--- config.mk ---
export PLATFORM = sky130hd
export DESIGN_NAME = bcd_countdown_timer
export DESIGN_NICKNAME = d
export VERILOG_FILES = /design/src/rtl/bcd_countdown_timer_pkg.sv /design/src/rtl/bcd_countdown_timer_tick_gen.sv /design/src/rtl/bcd_countdown_timer.sv
export SDC_FILE = /design/constraint.sdc
export NUM_CORES = 1
export LEC_CHECK = 0
export CAP_MARGIN = 5
export CORE_AREA = 2 2 110 59
export CTS_CLUSTER_DIAMETER = 120
export DETAILED_ROUTE_END_ITERATION = 8
export DIE_AREA = 0 0 112 61
export PLACE_DENSITY_LB_ADDON = 0.08
export SLEW_MARGIN = 20
export SYNTH_ARGS = -nofsm -noshare
export SYNTH_HDL_FRONTEND = slang
export SYNTH_HIERARCHICAL = 1
export SYNTH_SLANG_ARGS = --single-unit
--- constraint.sdc ---
create_clock -name clk -period 2.7 [get_ports clk]
set_clock_uncertainty 0.1 [all_clocks]
set_input_delay 0.54 -clock clk [delete_from_list [all_inputs] [get_ports clk]]
set_output_delay 0.54 -clock clk [all_outputs]
set_load 0.01 [all_outputs]
--- src/rtl/bcd_countdown_timer_pkg.sv ---
// Shared helpers for the BCD countdown timer: digit-wise BCD arithmetic and
// the prescaler sizing functions used to derive localparams.
package timer_pkg;

    localparam int MAX_DIGITS = 8;
    localparam int MAX_W      = 4 * MAX_DIGITS;

    function automatic int calc_div(input int clk_hz, input int tick_hz);
        return clk_hz / tick_hz;
    endfunction

    function automatic int calc_cnt_w(input int div);
        return (div > 2) ? $clog2(div) : 1;
    endfunction

    // Digit 0 always decrements; a borrow ripples upward through zero digits,
    // each of which wraps to 9.
    function automatic logic [MAX_W-1:0] bcd_dec(input logic [MAX_W-1:0] v,
                                                 input int digits);
        logic [MAX_W-1:0] r;
        logic             brw;
        logic [3:0]       d;
        r   = v;
        brw = 1'b1;
        for (int i = 0; i < MAX_DIGITS; i++) begin
            d = v[4*i +: 4];
            if (i < digits && brw) begin
                if (d == 4'd0) begin
                    r[4*i +: 4] = 4'd9;
                end else begin
                    r[4*i +: 4] = d - 4'd1;
                    brw         = 1'b0;
                end
            end
        end
        return r;
    endfunction

    function automatic logic [MAX_W-1:0] bcd_clamp(input logic [MAX_W-1:0] v,
                                                   input int digits);
        logic [MAX_W-1:0] r;
        r = v;
        for (int i = 0; i < MAX_DIGITS; i++) begin
            if (i < digits && v[4*i +: 4] > 4'd9) begin
                r[4*i +: 4] = 4'd9;
            end
        end
        return r;
    endfunction

endpackage

--- src/rtl/bcd_countdown_timer_tick_gen.sv ---
// Prescaler producing one registered tick every CLK_HZ/TICK_HZ enabled cycles.
// tick_nxt is the wrap condition, letting the count update on the same edge.
module tick_gen
    import timer_pkg::*;
#(
    parameter int CLK_HZ  = 50000000,
    parameter int TICK_HZ = 1
) (
    input  logic clk,
    input  logic rst,
    input  logic en,
    input  logic clr,
    output logic tick,
    output logic tick_nxt
);

    localparam int DIV = calc_div(CLK_HZ, TICK_HZ);
    localparam int CW  = calc_cnt_w(DIV);

    logic [CW-1:0] cnt_q, cnt_d;
    logic          tick_q, tick_d;

    always_comb begin
        tick_nxt = en && !clr && (cnt_q == CW'(DIV - 1));
        tick_d   = tick_nxt;
        cnt_d    = cnt_q;
        if (clr) begin
            cnt_d = '0;
        end else if (en) begin
            cnt_d = tick_nxt ? '0 : cnt_q + CW'(1);
        end
    end

    always_ff @(posedge clk or posedge rst) begin
        if (rst) begin
            cnt_q  <= '0;
            tick_q <= 1'b0;
        end else begin
            cnt_q  <= cnt_d;
            tick_q <= tick_d;
        end
    end

    assign tick = tick_q;

endmodule

--- src/rtl/bcd_countdown_timer.sv ---
// Multi-digit BCD down-counter with prescaler, runtime load, pause,
// one-shot / auto-reload terminal behaviour and cascade borrow.
module bcd_countdown_timer
    import timer_pkg::*;
#(
    parameter int                    CLK_HZ     = 50000000,
    parameter int                    TICK_HZ    = 1,
    parameter int                    DIGITS     = 2,
    parameter logic [4*DIGITS-1:0]   PRESET_BCD = 'h59
) (
    input  logic                  clk,
    input  logic                  rst,
    input  logic                  cnt_en,
    input  logic                  load,
    input  logic [4*DIGITS-1:0]   load_val,
    input  logic                  auto_reload,
    output logic [4*DIGITS-1:0]   x,
    output logic                  borrow,
    output logic                  tick,
    output logic                  done
);

    localparam int W = 4 * DIGITS;

    logic         tick_nxt;
    logic         tick_en;
    logic [W-1:0] x_q, x_d;
    logic         borrow_q, borrow_d;
    logic         done_q, done_d;

    // An expired one-shot freezes the prescaler until load or reset.
    assign tick_en = cnt_en && !done_q;

    tick_gen #(
        .CLK_HZ  (CLK_HZ),
        .TICK_HZ (TICK_HZ)
    ) u_tick_gen (
        .clk      (clk),
        .rst      (rst),
        .en       (tick_en),
        .clr      (load),
        .tick     (tick),
        .tick_nxt (tick_nxt)
    );

    always_comb begin
        x_d      = x_q;
        borrow_d = 1'b0;
        done_d   = done_q;
        if (load) begin
            x_d    = W'(bcd_clamp(MAX_W'(load_val), DIGITS));
            done_d = 1'b0;
        end else if (tick_nxt) begin
            if (x_q == '0) begin
                borrow_d = 1'b1;
                if (auto_reload) begin
                    x_d = PRESET_BCD;
                end else begin
                    done_d = 1'b1;
                end
            end else begin
                x_d = W'(bcd_dec(MAX_W'(x_q), DIGITS));
            end
        end
    end

    always_ff @(posedge clk or posedge rst) begin
        if (rst) begin
            x_q      <= PRESET_BCD;
            borrow_q <= 1'b0;
            done_q   <= 1'b0;
        end else begin
            x_q      <= x_d;
            borrow_q <= borrow_d;
            done_q   <= done_d;
        end
    end

    assign x      = x_q;
    assign borrow = borrow_q;
    assign done   = done_q;

endmodule

### After elaboration in Yosys (flattened, before gate mapping)

Index checks and enable logic that the tools add are counted.
Widths: inputs -> output; s select.

| cells by class | value |
|---|---|
| muxes and demuxes | 23 |
| $add $sub $neg | 3 |
| reductions and logical operators | 15 |
| equal/unequal tests | 3 |
| order comparisons | 2 |

Operator list:

| cell | number |
|---|---|
| $mux 26 | 3 |
| $mux 8 | 4 |
| $add 26x1->26 const B | 1 |
| $eq 26x26->1 const B | 1 |
| $mux 4 | 5 |
| $mux 1 | 11 |
| $gt 4x4->1 const B | 2 |
| $logic_not 4->1 | 2 |
| $logic_not 8->1 | 1 |
| $sub 4x1->4 const B | 2 |
| $reduce_and 3->1 | 2 |
| $reduce_bool 2->1 | 3 |
| $logic_and 1x1->1 | 3 |
| $ne 3x3->1 const B | 1 |
| $reduce_bool 3->1 | 1 |
| $logic_not 1->1 | 2 |
| $ne 2x2->1 const B | 1 |
| $reduce_and 2->1 | 1 |

| word-level totals | value |
|---|---|
| register bits | 37 |
| output and inout port bits | 11 |

### Depth between registers and ports, before layout

| logic depth | value |
|---|---|
| word-level depth | 10 |
| depth in mapped cells | 8 |

### Hierarchy

The synthesis kept the hierarchy.

Modules (own cells, without submodules):

| module | cells an instance | area each (um^2) | instances | sequential area each (um^2) |
|---|---|---|---|---|
| tick_gen | 196 | 1694.1 | 1 | 675.6 |
| bcd_countdown_timer | 81 | 739.5 | 1 | 255.2 |

### Worst setup path after synthesis

No wires, ideal clock.

| timing | value |
|---|---|
| path kind | input to register |
| start point | in cnt_en |
| end point | reg x_q[3] (netlist: x[3]) |
| library setup time | 0.081 ns |
| setup slack | -0.314 ns |
| arrival time | 2.834 ns |
| buffers on the path | 1 |
| stages on the path | 8 |
| path through | nor2b_1 clkinv_1 nor4_1 and2_1 buf_2 or4b_1 a21oi_1 o2bb2ai_1 |

| between the ends | value |
|---|---|
| cells in the longest elaborated chain, start to end | 5 |

RTL lines:

| item | RTL line | source |
|---|---|---|
| start, declared | bcd_countdown_timer.sv:13 | `input logic cnt_en,` |
| $logic_and 1x1->1 | bcd_countdown_timer.sv:32 | `assign tick_en = cnt_en && !done_q;` |
| $logic_and 1x1->1 (2 in a row) | bcd_countdown_timer_tick_gen.sv:24 | `tick_nxt = en && !clr && (cnt_q == CW'(DIV - 1));` |
| via tick_nxt | bcd_countdown_timer.sv:25 | `logic tick_nxt;` |
| $reduce_bool 2->1 (no source line) | - |  |
| $reduce_and 2->1 (no source line) | - |  |
| end signal, assigned | bcd_countdown_timer.sv:69 | `x_q <= PRESET_BCD;` |
| end signal, assigned | bcd_countdown_timer.sv:73 | `x_q <= x_d;` |
| end, declared | bcd_countdown_timer.sv:27 | `logic [W-1:0] x_q, x_d;` |

The timed path passes the listed nets, and every way through them passes these cells.
A chain may end at the register's enable or synchronous reset.

### Worst setup path in the final report

| timing | value |
|---|---|
| start point | in load |
| end point | reg x_q[6] (netlist: x[6]) |

| between the ends | value |
|---|---|
| cells in the longest elaborated chain, start to end | 5 |
| elaborated cells between the ends (all ways) | 8 |

RTL lines:

| item | RTL line | source |
|---|---|---|
| start, declared | bcd_countdown_timer.sv:14 | `input logic load,` |
| $logic_not 1->1 | bcd_countdown_timer_tick_gen.sv:24 |  |
| $logic_and 1x1->1 (2 in a row) | bcd_countdown_timer_tick_gen.sv:24 |  |
| via tick_nxt | bcd_countdown_timer.sv:25 |  |
| $reduce_bool 2->1 (no source line) | - |  |
| $reduce_and 3->1 (no source line) | - |  |

The timed path passes the listed nets, and every way through them passes these cells.

==> results.py <==
metrics = {
    "status": {
        "status": "finished, final reports clean",
    },
    "floorplan": {
        "die_x_um": 112,
        "core_rows": 20,
        "dieArea_um2": 6832,
        "pin_count": 24,
        "std_cell_core_area_um2": 5856,
        "die-height_um": 61,
        "initial_utilization": 0.4156,
    },
    "synthesis": {
        "area_fraction_of_the_dominant_cell_type_after_synthesis": 0.3393,
        "mappedNetlistArea_um2": 2434,
        "synth_sequential_area_ratio": 0.3825,
        "synth_async_sr_flop_share": 1.000,
        "synth_edf_count": 0,
        "synth_top_area_cell": "sky130_fd_sc_hd__dfrtp_1",
        "postSynthAreaPerCell_um2": 8.786,
        "synth_flop_cell": "sky130_fd_sc_hd__dfrtp_1",
        "synthTopCellsByArea": "sky130_fd_sc_hd__dfrtp_1, sky130_fd_sc_hd__nand2_1, sky130_fd_sc_hd__dfstp_2",
        "mappedNetlistNets": 295,
        "postSynthCellCount": 277,
        "yosysWarnings": 6,
        "number_of_register_bits_inferred_by_synthesis": 37,
        "yosysUniqueCellTypes": 63,
    },
    "placement": {
        "placed_area_um2": 2895,
        "portBuffers": 23,
        "hpwlAfterDp_mm": 5.322,
        "gp_congestion": 0.8765,
    },
    "routing": {
        "route.detailed.wl_per_inst_um": 18.07,
        "remaining_drc_errors": 0,
        "drt_first_pass_iters": 8,
        "routed_via_density": 5.891,
        "postRouteAntennaNets": 0,
        "wirelength_mm": 7.157,
        "detail_route.iter0.violations": 200,
        "total_via_count_in_the_routed_design": 2333,
    },
    "sta": {
        "max_freq_mhz": 399.2,
        "final.min_clock_period_ns": 2.505,
        "worst_slew_pin_slew_ns": 0.7113,
        "timing.hold.ws_ns": 0.4211,
        "layout_worst_path_cycle_share": 0.9277,
        "slew-limit-headroom": 0.5240,
        "final-max-slew-violation-count": 0,
        "setup-tns-final_ns": 0,
        "grt_setup_unrepaired": "no",
        "final_setup_violation_count": 0,
        "timing_hold_violations_final": 0,
    },
    "critical_path": {
        "path_max_fanout": 7,
        "critical_path_arrival_ns": 2.63,
        "setup.worst_path.start_class": "primary input",
        "timing.critical_path.to_type": "flip-flop",
        "timing.critical_path.required_ns": 2.83,
        "critPathKind": "primary input to flip-flop",
    },
    "clock_tree": {
        "clock-sinks": 37,
        "h-tree-depth": 2,
        "cts.repair.resized": 0,
        "postCtsHoldBufs": 0,
        "number_of_buffers_on_the_longest_clock_path": 2,
        "post-cts-setup-buffers": 0,
        "clkSlewWorstSetupHoldPaths_ns": 0.06,
        "insertion_delay_ns": 0.29,
        "cts-root-buf": "sky130_fd_sc_hd__clkbuf_16",
        "cts-buffers-inserted": 5,
        "tritoncts": "done",
    },
    "grt": {
        "gr-total-overflow": 0,
        "grt.total_usage": 0.2251,
        "pin_count_of_the_biggest_net_entering_global_routing": 41,
        "vias_in_the_first_global_route": 2074,
        "grt_pass1_wl_mm": 11.58,
        "antenna_found_initial": 0,
    },
    "finish": {
        "design_area_final_um2": 3053,
        "final_net_count": 336,
        "flow.area_growth_from_synthesis_pct": 25.45,
        "nFillCells": 547,
        "finish.utilization": 0.5214,
        "insertedDiodeCount": 0,
        "final_layout_size_suffix_gt1_frac": 0.1599,
    },
    "power_and_ir_drop": {
        "power_density_nw_per_um2": 454.6,
        "total_leakage_power_nw": 1.249,
        "worst_case_vdd_ir_drop_v": 0.0002990,
    },
    "flow_run": {
        "drv.max_cap_violation_count": 0,
    },
    "hold_path": {
        "min_path_type": "flip-flop to flip-flop",
    },
}
-- worst max-delay path, cell delays in order --
cell                              delay, ns
sky130_fd_sc_hd__clkdlybuf4s50_1       0.42
sky130_fd_sc_hd__or4b_1                0.57
sky130_fd_sc_hd__nor4_4                0.18
sky130_fd_sc_hd__and2_4                0.21
sky130_fd_sc_hd__nand4bb_1             0.10
sky130_fd_sc_hd__buf_4                 0.17
sky130_fd_sc_hd__nor4b_1               0.25
sky130_fd_sc_hd__o31a_1                0.18
-- path summary, 6_finish.rpt --
check	cells after the start	from	to	slack, ns
max in group asynchronous	3	rst	u_tick_gen/cnt_q[3]$_DFFE_PP0P_	1.64
min in group asynchronous	2	rst	x[5]$_DFFE_PP0P_	0.50
min reg2reg	2	done$_DFFE_PP0P_	done$_DFFE_PP0P_	0.42
max	8	load	x[6]$_DFFE_PP1P_	0.20
min	2	done$_DFFE_PP0P_	done$_DFFE_PP0P_	0.42
max reg2reg	7	u_tick_gen/cnt_q[10]$_DFFE_PP0P_	x[6]$_DFFE_PP1P_	0.35
-- cell families (layout without fill, tap and decap cells) --
kind of cell	count (synthesis)	count (layout)	synth area share
AOI/OAI and AO/OA	73	73	0.1974
xor gates and xnor gates	4	4	0.01440
adders and majority gates	5	5	0.02571
buffers and inverters	29	71	0.05192
DFF	37	37	0.3825
and+or+nand+nor	127	127	0.3198
muxes	2	2	0.008227
-- registers in the layout (all words and copies together) (netlist names) --
| signal | count |
|---|---|
| borrow | 1 |
| done | 1 |
| u_tick_gen/cnt_q | 26 |
| u_tick_gen/tick | 1 |
| x | 8 |
-- synthesized netlist by cell type, types with 5 or more instances --
master / number
sky130_fd_sc_hd__a22oi_1: 6
sky130_fd_sc_hd__a21oi_1: 15
sky130_fd_sc_hd__inv_1: 15
sky130_fd_sc_hd__nand4_1: 13
sky130_fd_sc_hd__clkbuf_1: 9
sky130_fd_sc_hd__nand3_1: 8
sky130_fd_sc_hd__ha_1: 5
sky130_fd_sc_hd__nand2_1: 32
sky130_fd_sc_hd__dfrtp_1: 33
sky130_fd_sc_hd__nor2_1: 13
sky130_fd_sc_hd__nor3_1: 7
sky130_fd_sc_hd__o21ai_0: 19
sky130_fd_sc_hd__nor4_1: 10
sky130_fd_sc_hd__a31oi_1: 12
sky130_fd_sc_hd__nor2b_1: 5
-- cell type report --
cell class | count | area (µm²) | share of cell area
timing repair buffer | 47 | 410.4 | 0.1344
clock buffer | 7 | 152.6 | 0.05000
tap | 77 | 96.34 | 0.03156
multi-input combinational | 211 | 1398 | 0.4578
sequential | 37 | 930.9 | 0.3049
inverter | 16 | 60.06 | 0.01967
clock inverter | 1 | 5.005 | 0.001639
-- routing by layer --
layer | global-route usage | wire length (µm) | up-vias
met2 | 0.2745 | 2633 | 61
met3 | 0.05195 | 454 | 7
met1 | 0.3763 | 4006 | 1132
li1 | - | - | 1133
met4 | 0.05749 | 62 | 0
met5 | 0 | 0 | -
-- power breakdown --
group	switching [mW]	internal, mW
combinational	0.0877	0.0753
clock	0.235	0.391
sequential	0.0254	0.573
total	0.348	1.04
-- per-stage QoR --
stage / power, mW / setup WS [ns] / cells
global route: 1.452 / 0.05382 / 396
detailed placement: 0.7713 / -0.1057 / 388
floorplan: 0.6930 / 0.04017 / 277
CTS: 1.402 / 0.1907 / 396
finish: 1.388 / 0.1951 / 396
global placement: 0.7695 / -0.04337 / 388
-- cell usage in the layout, fill, tap and decap left out, drive strengths merged, types with 11 or more instances in the layout --
master,synthesis,routed
nor4,11,11
a21oi,15,15
o21ai,20,20
nor2,13,13
nand2,32,32
buf,4,24
inv,15,15
clkdlybuf4s50,0,23
dfrtp,33,33
a31oi,12,12
nand4,14,14
Power figures use the tool's default switching activity.
